$ cat config.mk
export PLATFORM = sky130hd
export DESIGN_NAME = hazard_controller_flat
export DESIGN_NICKNAME = d
export VERILOG_FILES = /design/src/rtl/hazard_controller_if.sv /design/src/rtl/hazard_controller.sv /design/src/flat_wrapper.sv
export SDC_FILE = /design/constraint.sdc
export NUM_CORES = 1
export LEC_CHECK = 0
export BUFFER_PORTS_ARGS = -buffer_cell sky130_fd_sc_hd__buf_4
export CAP_MARGIN = 20
export CORE_MARGIN = 5
export CORE_UTILIZATION = 43
export CTS_CLUSTER_SIZE = 30
export DETAILED_ROUTE_END_ITERATION = 8
export PLACE_DENSITY = 0.87
export REMOVE_ABC_BUFFERS = 1
export SKIP_CTS_REPAIR_TIMING = 1
export SYNTH_ARGS = -nofsm -noshare
export SYNTH_HDL_FRONTEND = slang
export SYNTH_SLANG_ARGS = --single-unit
$ cat constraint.sdc
create_clock -name clk -period 2.25 [get_ports clk]
set_input_delay 0 -clock clk [delete_from_list [all_inputs] [get_ports clk]]
set_output_delay 0 -clock clk [all_outputs]
set_load 0.01 [all_outputs]
$ cat src/rtl/hazard_controller_if.sv
// Pipeline <-> hazard controller signal bundle: hazard sources in, stall/flush/redirect and perf counters out.
interface hazard_controller_if #(
    parameter int ADDR_WIDTH     = 32,
    parameter int REG_ADDR_WIDTH = 5,
    parameter int CNT_WIDTH      = 32
);
    logic                      ic_busy;
    logic                      dc_miss;
    logic                      ds_valid;
    logic                      ds_uses_rs;
    logic [REG_ADDR_WIDTH-1:0] ds_rs_addr;
    logic                      ds_uses_rt;
    logic [REG_ADDR_WIDTH-1:0] ds_rt_addr;
    logic                      ex_is_load;
    logic [REG_ADDR_WIDTH-1:0] ex_rw_addr;
    logic                      br_valid;
    logic                      br_mispredict;
    logic [ADDR_WIDTH-1:0]     br_target;

    logic                      if_stall;
    logic                      i2d_stall, i2d_flush;
    logic                      d2e_stall, d2e_flush;
    logic                      e2m_stall, e2m_flush;
    logic                      m2w_stall, m2w_flush;
    logic                      redirect_valid;
    logic [ADDR_WIDTH-1:0]     redirect_pc;
    logic [CNT_WIDTH-1:0]      cnt_loaduse, cnt_mispredict, cnt_dc_miss, cnt_ic_busy;

    // Pipeline side.
    modport master (
        output ic_busy, dc_miss, ds_valid, ds_uses_rs, ds_rs_addr, ds_uses_rt, ds_rt_addr,
               ex_is_load, ex_rw_addr, br_valid, br_mispredict, br_target,
        input  if_stall, i2d_stall, i2d_flush, d2e_stall, d2e_flush, e2m_stall, e2m_flush,
               m2w_stall, m2w_flush, redirect_valid, redirect_pc,
               cnt_loaduse, cnt_mispredict, cnt_dc_miss, cnt_ic_busy
    );

    // Hazard controller side.
    modport slave (
        input  ic_busy, dc_miss, ds_valid, ds_uses_rs, ds_rs_addr, ds_uses_rt, ds_rt_addr,
               ex_is_load, ex_rw_addr, br_valid, br_mispredict, br_target,
        output if_stall, i2d_stall, i2d_flush, d2e_stall, d2e_flush, e2m_stall, e2m_flush,
               m2w_stall, m2w_flush, redirect_valid, redirect_pc,
               cnt_loaduse, cnt_mispredict, cnt_dc_miss, cnt_ic_busy
    );
endinterface

$ cat src/rtl/hazard_controller.sv
// Pipeline stall/flush/redirect generation with a pending-redirect FSM for a busy I-cache.
// Optional saturating perf counters enabled by defining HC_PERF_CNT_EN.
module hazard_controller #(
    parameter int ADDR_WIDTH     = 32,
    parameter int REG_ADDR_WIDTH = 5,
    parameter int CNT_WIDTH      = 32
) (
    input logic                clk,
    input logic                rst_n,
    hazard_controller_if.slave hc
);
    typedef enum logic {IDLE, WAIT} state_t;

    state_t                state, state_nxt;
    logic [ADDR_WIDTH-1:0] pend_pc, pend_pc_nxt;
    logic                  load_use, mispredict;
    logic                  if_stall_c, i2d_stall_c, i2d_flush_c, d2e_stall_c, d2e_flush_c;
    logic                  e2m_stall_c, e2m_flush_c, m2w_stall_c, m2w_flush_c;

    assign load_use = hc.ds_valid && hc.ex_is_load &&
                      (hc.ex_rw_addr != {REG_ADDR_WIDTH{1'b0}}) &&
                      ((hc.ds_uses_rs && (hc.ds_rs_addr == hc.ex_rw_addr)) ||
                       (hc.ds_uses_rt && (hc.ds_rt_addr == hc.ex_rw_addr)));
    assign mispredict = hc.br_valid && hc.br_mispredict;

    always_comb begin
        // NOTE: every output gets a default first so no path leaves a latch behind.
        state_nxt         = state;
        pend_pc_nxt       = pend_pc;
        if_stall_c        = 1'b0;
        i2d_stall_c       = 1'b0;
        i2d_flush_c       = 1'b0;
        d2e_stall_c       = 1'b0;
        d2e_flush_c       = 1'b0;
        e2m_stall_c       = 1'b0;
        e2m_flush_c       = 1'b0;
        m2w_stall_c       = 1'b0;
        m2w_flush_c       = 1'b0;
        hc.redirect_valid = 1'b0;
        hc.redirect_pc    = '0;

        // NOTE: the synchronous reset lives in the next-state logic so the reset cycle also drives flush outputs.
        if (!rst_n) begin
            if_stall_c  = 1'b1;
            i2d_flush_c = 1'b1;
            d2e_flush_c = 1'b1;
            e2m_flush_c = 1'b1;
            m2w_flush_c = 1'b1;
            state_nxt   = IDLE;
            pend_pc_nxt = '0;
        end else if (hc.dc_miss) begin
            // Freeze everything up to MEM; a branch in EX is re-presented once the miss clears.
            if_stall_c  = 1'b1;
            i2d_stall_c = 1'b1;
            d2e_stall_c = 1'b1;
            e2m_stall_c = 1'b1;
            m2w_flush_c = 1'b1;
        end else if (state == IDLE && mispredict) begin
            i2d_flush_c = 1'b1;
            d2e_flush_c = 1'b1;
            if (hc.ic_busy) begin
                if_stall_c  = 1'b1;
                pend_pc_nxt = hc.br_target;
                state_nxt   = WAIT;
            end else begin
                hc.redirect_valid = 1'b1;
                hc.redirect_pc    = hc.br_target;
            end
        end else if (state == WAIT) begin
            i2d_flush_c    = 1'b1;
            hc.redirect_pc = pend_pc;
            if (hc.ic_busy) begin
                if_stall_c = 1'b1;
            end else begin
                hc.redirect_valid = 1'b1;
                state_nxt         = IDLE;
            end
        end else if (load_use) begin
            if_stall_c  = 1'b1;
            i2d_stall_c = 1'b1;
            d2e_flush_c = 1'b1;
        end else if (hc.ic_busy) begin
            if_stall_c  = 1'b1;
            i2d_flush_c = 1'b1;
        end
    end

    // Stall wins over flush at every pipeline register.
    assign hc.if_stall  = if_stall_c;
    assign hc.i2d_stall = i2d_stall_c;
    assign hc.i2d_flush = i2d_flush_c & ~i2d_stall_c;
    assign hc.d2e_stall = d2e_stall_c;
    assign hc.d2e_flush = d2e_flush_c & ~d2e_stall_c;
    assign hc.e2m_stall = e2m_stall_c;
    assign hc.e2m_flush = e2m_flush_c & ~e2m_stall_c;
    assign hc.m2w_stall = m2w_stall_c;
    assign hc.m2w_flush = m2w_flush_c & ~m2w_stall_c;

    // NOTE: sequential state uses non-blocking assignments only.
    always_ff @(posedge clk) begin
        state   <= state_nxt;
        pend_pc <= pend_pc_nxt;
    end

    // EX only holds bubbles while a redirect is pending, so no new mispredict can resolve.
    a_no_mispredict_in_wait: assert property (@(posedge clk) disable iff (!rst_n)
        !(state == WAIT && mispredict));

`ifdef HC_PERF_CNT_EN
    logic [CNT_WIDTH-1:0] cnt_lu, cnt_mp, cnt_dc, cnt_ic;
    logic                 lu_en, mp_en;

    assign lu_en = rst_n && !hc.dc_miss && (state == IDLE) && !mispredict && load_use;
    assign mp_en = rst_n && !hc.dc_miss && (state == IDLE) && mispredict;

    function automatic logic [CNT_WIDTH-1:0] sat_inc(input logic [CNT_WIDTH-1:0] c, input logic en);
        return (en && (c != {CNT_WIDTH{1'b1}})) ? c + CNT_WIDTH'(1) : c;
    endfunction

    always_ff @(posedge clk) begin
        if (!rst_n) begin
            cnt_lu <= '0;
            cnt_mp <= '0;
            cnt_dc <= '0;
            cnt_ic <= '0;
        end else begin
            cnt_lu <= sat_inc(cnt_lu, lu_en);
            cnt_mp <= sat_inc(cnt_mp, mp_en);
            cnt_dc <= sat_inc(cnt_dc, hc.dc_miss);
            cnt_ic <= sat_inc(cnt_ic, hc.ic_busy);
        end
    end

    assign hc.cnt_loaduse    = cnt_lu;
    assign hc.cnt_mispredict = cnt_mp;
    assign hc.cnt_dc_miss    = cnt_dc;
    assign hc.cnt_ic_busy    = cnt_ic;
`else
    assign hc.cnt_loaduse    = {CNT_WIDTH{1'b0}};
    assign hc.cnt_mispredict = {CNT_WIDTH{1'b0}};
    assign hc.cnt_dc_miss    = {CNT_WIDTH{1'b0}};
    assign hc.cnt_ic_busy    = {CNT_WIDTH{1'b0}};
`endif
endmodule

$ cat src/flat_wrapper.sv
// flat-port wrapper written by rule: the top's interface ports become plain ports
module hazard_controller_flat 
#(
    parameter int ADDR_WIDTH     = 32,
    parameter int REG_ADDR_WIDTH = 5,
    parameter int CNT_WIDTH      = 32
)
  (clk, rst_n, hc_ic_busy, hc_dc_miss, hc_ds_valid, hc_ds_uses_rs, hc_ds_rs_addr, hc_ds_uses_rt, hc_ds_rt_addr, hc_ex_is_load, hc_ex_rw_addr, hc_br_valid, hc_br_mispredict, hc_br_target, hc_if_stall, hc_i2d_stall, hc_i2d_flush, hc_d2e_stall, hc_d2e_flush, hc_e2m_stall, hc_e2m_flush, hc_m2w_stall, hc_m2w_flush, hc_redirect_valid, hc_redirect_pc, hc_cnt_loaduse, hc_cnt_mispredict, hc_cnt_dc_miss, hc_cnt_ic_busy);
  hazard_controller_if #(.ADDR_WIDTH(ADDR_WIDTH), .REG_ADDR_WIDTH(REG_ADDR_WIDTH), .CNT_WIDTH(CNT_WIDTH)) hc_i ();
  input logic clk;
  input logic rst_n;
  input wire logic [$bits(hc_i.ic_busy)-1:0] hc_ic_busy;
  input wire logic [$bits(hc_i.dc_miss)-1:0] hc_dc_miss;
  input wire logic [$bits(hc_i.ds_valid)-1:0] hc_ds_valid;
  input wire logic [$bits(hc_i.ds_uses_rs)-1:0] hc_ds_uses_rs;
  input wire logic [$bits(hc_i.ds_rs_addr)-1:0] hc_ds_rs_addr;
  input wire logic [$bits(hc_i.ds_uses_rt)-1:0] hc_ds_uses_rt;
  input wire logic [$bits(hc_i.ds_rt_addr)-1:0] hc_ds_rt_addr;
  input wire logic [$bits(hc_i.ex_is_load)-1:0] hc_ex_is_load;
  input wire logic [$bits(hc_i.ex_rw_addr)-1:0] hc_ex_rw_addr;
  input wire logic [$bits(hc_i.br_valid)-1:0] hc_br_valid;
  input wire logic [$bits(hc_i.br_mispredict)-1:0] hc_br_mispredict;
  input wire logic [$bits(hc_i.br_target)-1:0] hc_br_target;
  output wire logic [$bits(hc_i.if_stall)-1:0] hc_if_stall;
  output wire logic [$bits(hc_i.i2d_stall)-1:0] hc_i2d_stall;
  output wire logic [$bits(hc_i.i2d_flush)-1:0] hc_i2d_flush;
  output wire logic [$bits(hc_i.d2e_stall)-1:0] hc_d2e_stall;
  output wire logic [$bits(hc_i.d2e_flush)-1:0] hc_d2e_flush;
  output wire logic [$bits(hc_i.e2m_stall)-1:0] hc_e2m_stall;
  output wire logic [$bits(hc_i.e2m_flush)-1:0] hc_e2m_flush;
  output wire logic [$bits(hc_i.m2w_stall)-1:0] hc_m2w_stall;
  output wire logic [$bits(hc_i.m2w_flush)-1:0] hc_m2w_flush;
  output wire logic [$bits(hc_i.redirect_valid)-1:0] hc_redirect_valid;
  output wire logic [$bits(hc_i.redirect_pc)-1:0] hc_redirect_pc;
  output wire logic [$bits(hc_i.cnt_loaduse)-1:0] hc_cnt_loaduse;
  output wire logic [$bits(hc_i.cnt_mispredict)-1:0] hc_cnt_mispredict;
  output wire logic [$bits(hc_i.cnt_dc_miss)-1:0] hc_cnt_dc_miss;
  output wire logic [$bits(hc_i.cnt_ic_busy)-1:0] hc_cnt_ic_busy;
  assign hc_i.ic_busy = hc_ic_busy;
  assign hc_i.dc_miss = hc_dc_miss;
  assign hc_i.ds_valid = hc_ds_valid;
  assign hc_i.ds_uses_rs = hc_ds_uses_rs;
  assign hc_i.ds_rs_addr = hc_ds_rs_addr;
  assign hc_i.ds_uses_rt = hc_ds_uses_rt;
  assign hc_i.ds_rt_addr = hc_ds_rt_addr;
  assign hc_i.ex_is_load = hc_ex_is_load;
  assign hc_i.ex_rw_addr = hc_ex_rw_addr;
  assign hc_i.br_valid = hc_br_valid;
  assign hc_i.br_mispredict = hc_br_mispredict;
  assign hc_i.br_target = hc_br_target;
  assign hc_if_stall = hc_i.if_stall;
  assign hc_i2d_stall = hc_i.i2d_stall;
  assign hc_i2d_flush = hc_i.i2d_flush;
  assign hc_d2e_stall = hc_i.d2e_stall;
  assign hc_d2e_flush = hc_i.d2e_flush;
  assign hc_e2m_stall = hc_i.e2m_stall;
  assign hc_e2m_flush = hc_i.e2m_flush;
  assign hc_m2w_stall = hc_i.m2w_stall;
  assign hc_m2w_flush = hc_i.m2w_flush;
  assign hc_redirect_valid = hc_i.redirect_valid;
  assign hc_redirect_pc = hc_i.redirect_pc;
  assign hc_cnt_loaduse = hc_i.cnt_loaduse;
  assign hc_cnt_mispredict = hc_i.cnt_mispredict;
  assign hc_cnt_dc_miss = hc_i.cnt_dc_miss;
  assign hc_cnt_ic_busy = hc_i.cnt_ic_busy;
  hazard_controller #(.ADDR_WIDTH(ADDR_WIDTH), .REG_ADDR_WIDTH(REG_ADDR_WIDTH), .CNT_WIDTH(CNT_WIDTH)) u_core (.clk(clk), .rst_n(rst_n), .hc(hc_i));
endmodule
# Word level (Yosys, flattened, before mapping)
# Index checks and enable logic that the tools add are counted.
[op_classes]
add_sub_neg = 0
mul = 0
n_div = 0
n_lt_le_gt_ge = 0
n_eq_ne = 3
n_shift = 0
muxes = 36
bitwise_logic = 7
reduce_logical = 11
[ops]
columns = ["op", "count"]
rows = [
  ["two-way mux 32 bit", 5],
  ["two-way mux 1 bit", 31],
  ["== test 5 bit", 2],
  ["logical AND 1 bit", 7],
  ["nonzero test 5 bit", 1],
  ["inverter 1 bit", 4],
  ["AND 1 bit", 3],
  ["AND reduction 3 bit", 1],
  ["!= test 2 bit (second input constant)", 1],
  ["AND reduction 2 bit", 1],
  ["logical OR 1 bit", 1],
]
[totals]
ff_bits = 33
latch_bits = 0
ram_bits = 0
rom_bits = 0
inputBits = 57
out_inout_bits = 170
wordCells = 59
mem_count = 0

# Longest topological paths before layout
[logic_depth]
depth_word = 11
mapped_depth = 6
ltp_nobuf = 4

# Least setup slack after synthesis
# OpenSTA, ideal clock, no wires.
[synth_path]
path_type = "flip-flop to flip-flop"
from = "register u_core.state"
to = "register u_core.pend_pc[0]"
setup_ps = 72
t_arrival_ps = 1154
t_required_ps = 2178
slack_ps = 1023
path_stages_with_launch = 6
path_buffers = 2
period_less_slack_ps = 1227
cell_sequence = "dfxtp_1 buf_4 nor4b_4 buf_6 nand2_1 a21oi_1"
[synth_via]
elab_chain_len = 3
[synth_lines]
columns = ["item", "line", "source"]
rows = [
  ["start: declaration", "hazard_controller.sv:14", "state_t state, state_nxt;"],
  ["start signal: assignment", "hazard_controller.sv:101", "state <= state_nxt;"],
  ["inverter 1 bit", "hazard_controller.sv:58", "end else if (state == IDLE && mispredict) begin"],
  ["logical AND 1 bit", "hazard_controller.sv:58", ""],
  ["AND reduction 3 bit (no source line)", "-", ""],
  ["end signal: assignment", "hazard_controller.sv:102", "pend_pc <= pend_pc_nxt;"],
  ["end: declaration", "hazard_controller.sv:15", "logic [ADDR_WIDTH-1:0] pend_pc, pend_pc_nxt;"],
]
# No other way between the ends.
# A chain may end at the register's enable or synchronous reset.

# Worst setup path after layout
[layout_path]
from = "register u_core.state"
to = "output hc_redirect_pc[4]"
[layout_via]
elab_chain_len = 5
word_cells_on_any_way = 6
classes_between = "mux: 4; bitwise: 1; reduce/logical: 1"
[layout_lines]
columns = ["item", "line", "source"]
rows = [
  ["inverter 1 bit", "hazard_controller.sv:58", ""],
  ["logical AND 1 bit", "hazard_controller.sv:58", ""],
  ["two-way mux 32 bit *", "hazard_controller.sv:58", ""],
  ["two-way mux 32 bit *", "hazard_controller.sv:51", "end else if (hc.dc_miss) begin"],
  ["two-way mux 32 bit *", "hazard_controller.sv:43", "if (!rst_n) begin"],
  ["end: declaration", "flat_wrapper.sv:34", "output wire logic [$bits(hc_i.redirect_pc)-1:0] hc_redirect_pc;"],
]
# Mark *: on every way between the ends. The rest lies on a longest branch, timed or not.

==> run metrics <==
status=complete, but fails checks; failing checks=hold timing; main combinational cell family by area after synthesis=buffers and inverters; critical path launch point=u_core.state$_SDFFE_PN0P_; Clock Skew=7.23 ps; Leakage=1.57 nW; Worst Hold Class=in -> reg; P&R area growth vs syn=19.5%; GRT Total Usage=15.2%; Peak VDD IR=382 uV; Synth Area in Compound Gates=around 17%; Final Instance Area=approximately 3300 um2; Worst Min Path Start=hc_br_target[25]; DRT antenna net count=0; Clock Latency Late Sink=approximately 270 ps; unrepaired setup endpoints after global routing=false; cell row count=29; Tcrit/Tclk final=83.2%; Final Hold Viols=11; num ports=227; CTS tree=yes; Max-cap violations=0; FF-to-FF End=u_core.pend_pc[22]$_SDFFE_PN0P_; Hold Path End=u_core.pend_pc[25]$_SDFFE_PN0P_; hold path depth=3; Post-route DRC=0; syn_area_per_cell=7.30 um2; Placed Area=roughly 3000 um2; Achievable Freq=534 MHz; H-tree Lvls=2; Worst EP required=2250 ps; vias in the first global route=2,266; fin worst setup slack=between 300 and 400 ps; Clock Pin Slew Worst Setup and Hold Paths=70 ps; DR pass1 iterations=4; total wire length=about 7200 um; crit end category=primary output; post-DP HPWL=5640 um; Layout Cells excl Fill=569; register area share after synthesis=23.6%; first-pass GRT wire length=10,600 um; total CTS buffers=5; Sequential Power Share=43.9%; Final Max Tran Viols=0; Vert. Die Dim=90.6 um; area leader, netlist=buf_4; routability cong.=0.832; via count=2,490; combinational group share of total power=a little over a quarter; Cells after Synth=between 300 and 400; synth top area cells=buf_4 35%, dfxtp_1 24%, nand2_1 9.0%; NetSw=0.000430 W; share of the synthesized area in the top cell type=35.2%; Die ar.=~8000 um2; Switching Share=31.1%; startpoint types=flop; largest net degree at the start of global routing=35; Via-to-Cell Ratio=4.38; Synth Area in Adders=0%; Setup Viol. Count Final=0; IO Port Bufs=97; synthesized cell area=2800 um2; deepest clock path buffer count=2; setup TNS=0 ps; crit-path max FO=20; async set or reset register ratio after synthesis=0%; count of cell types in the netlist=31; mux cell area share after synthesis=0%; pre-CTS WS=494 ps; CTS sink count=33; Iter 0 DRT Violations=136; Reg2Reg Launch Point=u_core.state$_SDFFE_PN0P_; Setup CP Type=reg -> out; Clk pwr share=29.5%; simple-gate portion of the synthesized area=17.3%; total core area=approximately 6300 um2; initial antenna violation count=0; Yosys reg bits=33; Main synth FF type=dfxtp_1; PwrDens=414 nW/um2; die width=90.6 um; Final min period=1870 ps; FF-to-FF path depth=5; Synth Area in XOR/XNOR=3.13%; yosys warns=0; drt wl/cell=12.6 um; Worst EP arrival=1870 ps; placed cells=between 500 and 600; Hold Slack=-15.2 ps; commonest non-fill, non-tap cell in the layout=conb_1; nets=548; reg2reg setup slack=440 ps; relative slew slack=50.1%; Antenna diodes=0; most frequent cells in the layout=129 x conb_1, 106 x buf_4, 67 x nand2_1, 35 x nor2_1; GRT overflow=0; root buf cell=clkbuf_8; Worst Tran Pin Value=748 ps; internal power=0.000953 W; Post-synth EDFFs=0; Initial Utilization=roughly 44%; share of cells above drive strength 1=24.0%
metrics by stage:
stage,total power (W),utilization (%)
after CTS,0.00136,49.9
after global routing,0.00146,52.6
after floorplan,0.000802,-
after detailed placement,0.000953,48.6
after global placement,0.000947,48.6
final,0.00138,52.6
routing by layer:
layer  wire length [um]  global-route usage (%)  vias up
met2               3900                    29.2      148
met3                755                    3.83       14
met5                  0                       0        -
met1               2400                    15.6     1115
met4                121                    5.09        0
li1                   -                       -     1213
sequential cells by signal, indices dropped and copies added, names as in the netlist:
signal          flops
u_core.state        1
u_core.pend_pc     32
worst max-delay path, stage by stage, from the launching register on:
cell and delay (ps):
dfxtp_1 810, buf_4 370, a22oi_1 130, nor2_1 140
buf_4 140
area by class of cell:
type                            instances  area [um2]
Timing Repair Buffer                  123         966
Tap cell                               77        96.3
Fill cell                             583        3010
Clock buffer                            6        72.6
Inverter                                2        7.51
Sequential cell                        33         661
Clock inverter                          2        10.0
Multi-Input combinational cell        326        1530
power groups by stage:
stage          sequential, W  clock [W]  combinational, W
3_5_place_dp        0.000620          0          0.000333
2_1_floorplan       0.000620          0          0.000182
4_1_cts             0.000607   0.000418          0.000334
6_report            0.000608   0.000408          0.000368
5_1_grt             0.000609   0.000448          0.000402
3_3_place_gp        0.000620          0          0.000327
cell usage after synthesis, types with 2 or more instances:
cell / count
buf_4: 131
nand2_1: 67
nor2_1: 35
a21oi_1: 33
dfxtp_1: 33
a22oi_1: 32
buf_2: 8
clkbuf_1: 8
xor2_1: 8
buf_6: 3
o21ai_0: 3
nor4_1: 2
xnor2_1: 2
worst max path at each step:
| stage | end | slack (ps) |
|---|---|---|
| final | hc_redirect_pc[4] | 380 |
| after detailed placement | u_core.pend_pc[22]$_SDFFE_PN0P_ | 490 |
| after global routing | u_core.pend_pc[10]$_SDFFE_PN0P_ | 280 |
| after floorplan | hc_redirect_pc[0] | 160 |
| after global placement | u_core.pend_pc[10]$_SDFFE_PN0P_ | 600 |
| after CTS | hc_redirect_pc[4] | 410 |
cells by family (layout without fill, tap and decap cells):
family          count (synthesis)  in the layout
flops                          33             33
compound gates                 73             73
buf+inv                       152            133
simple gates                  114            114
xor+xnor                       10             10
other cells                     1            129
Note: power is estimated with default switching activity, not from simulation.
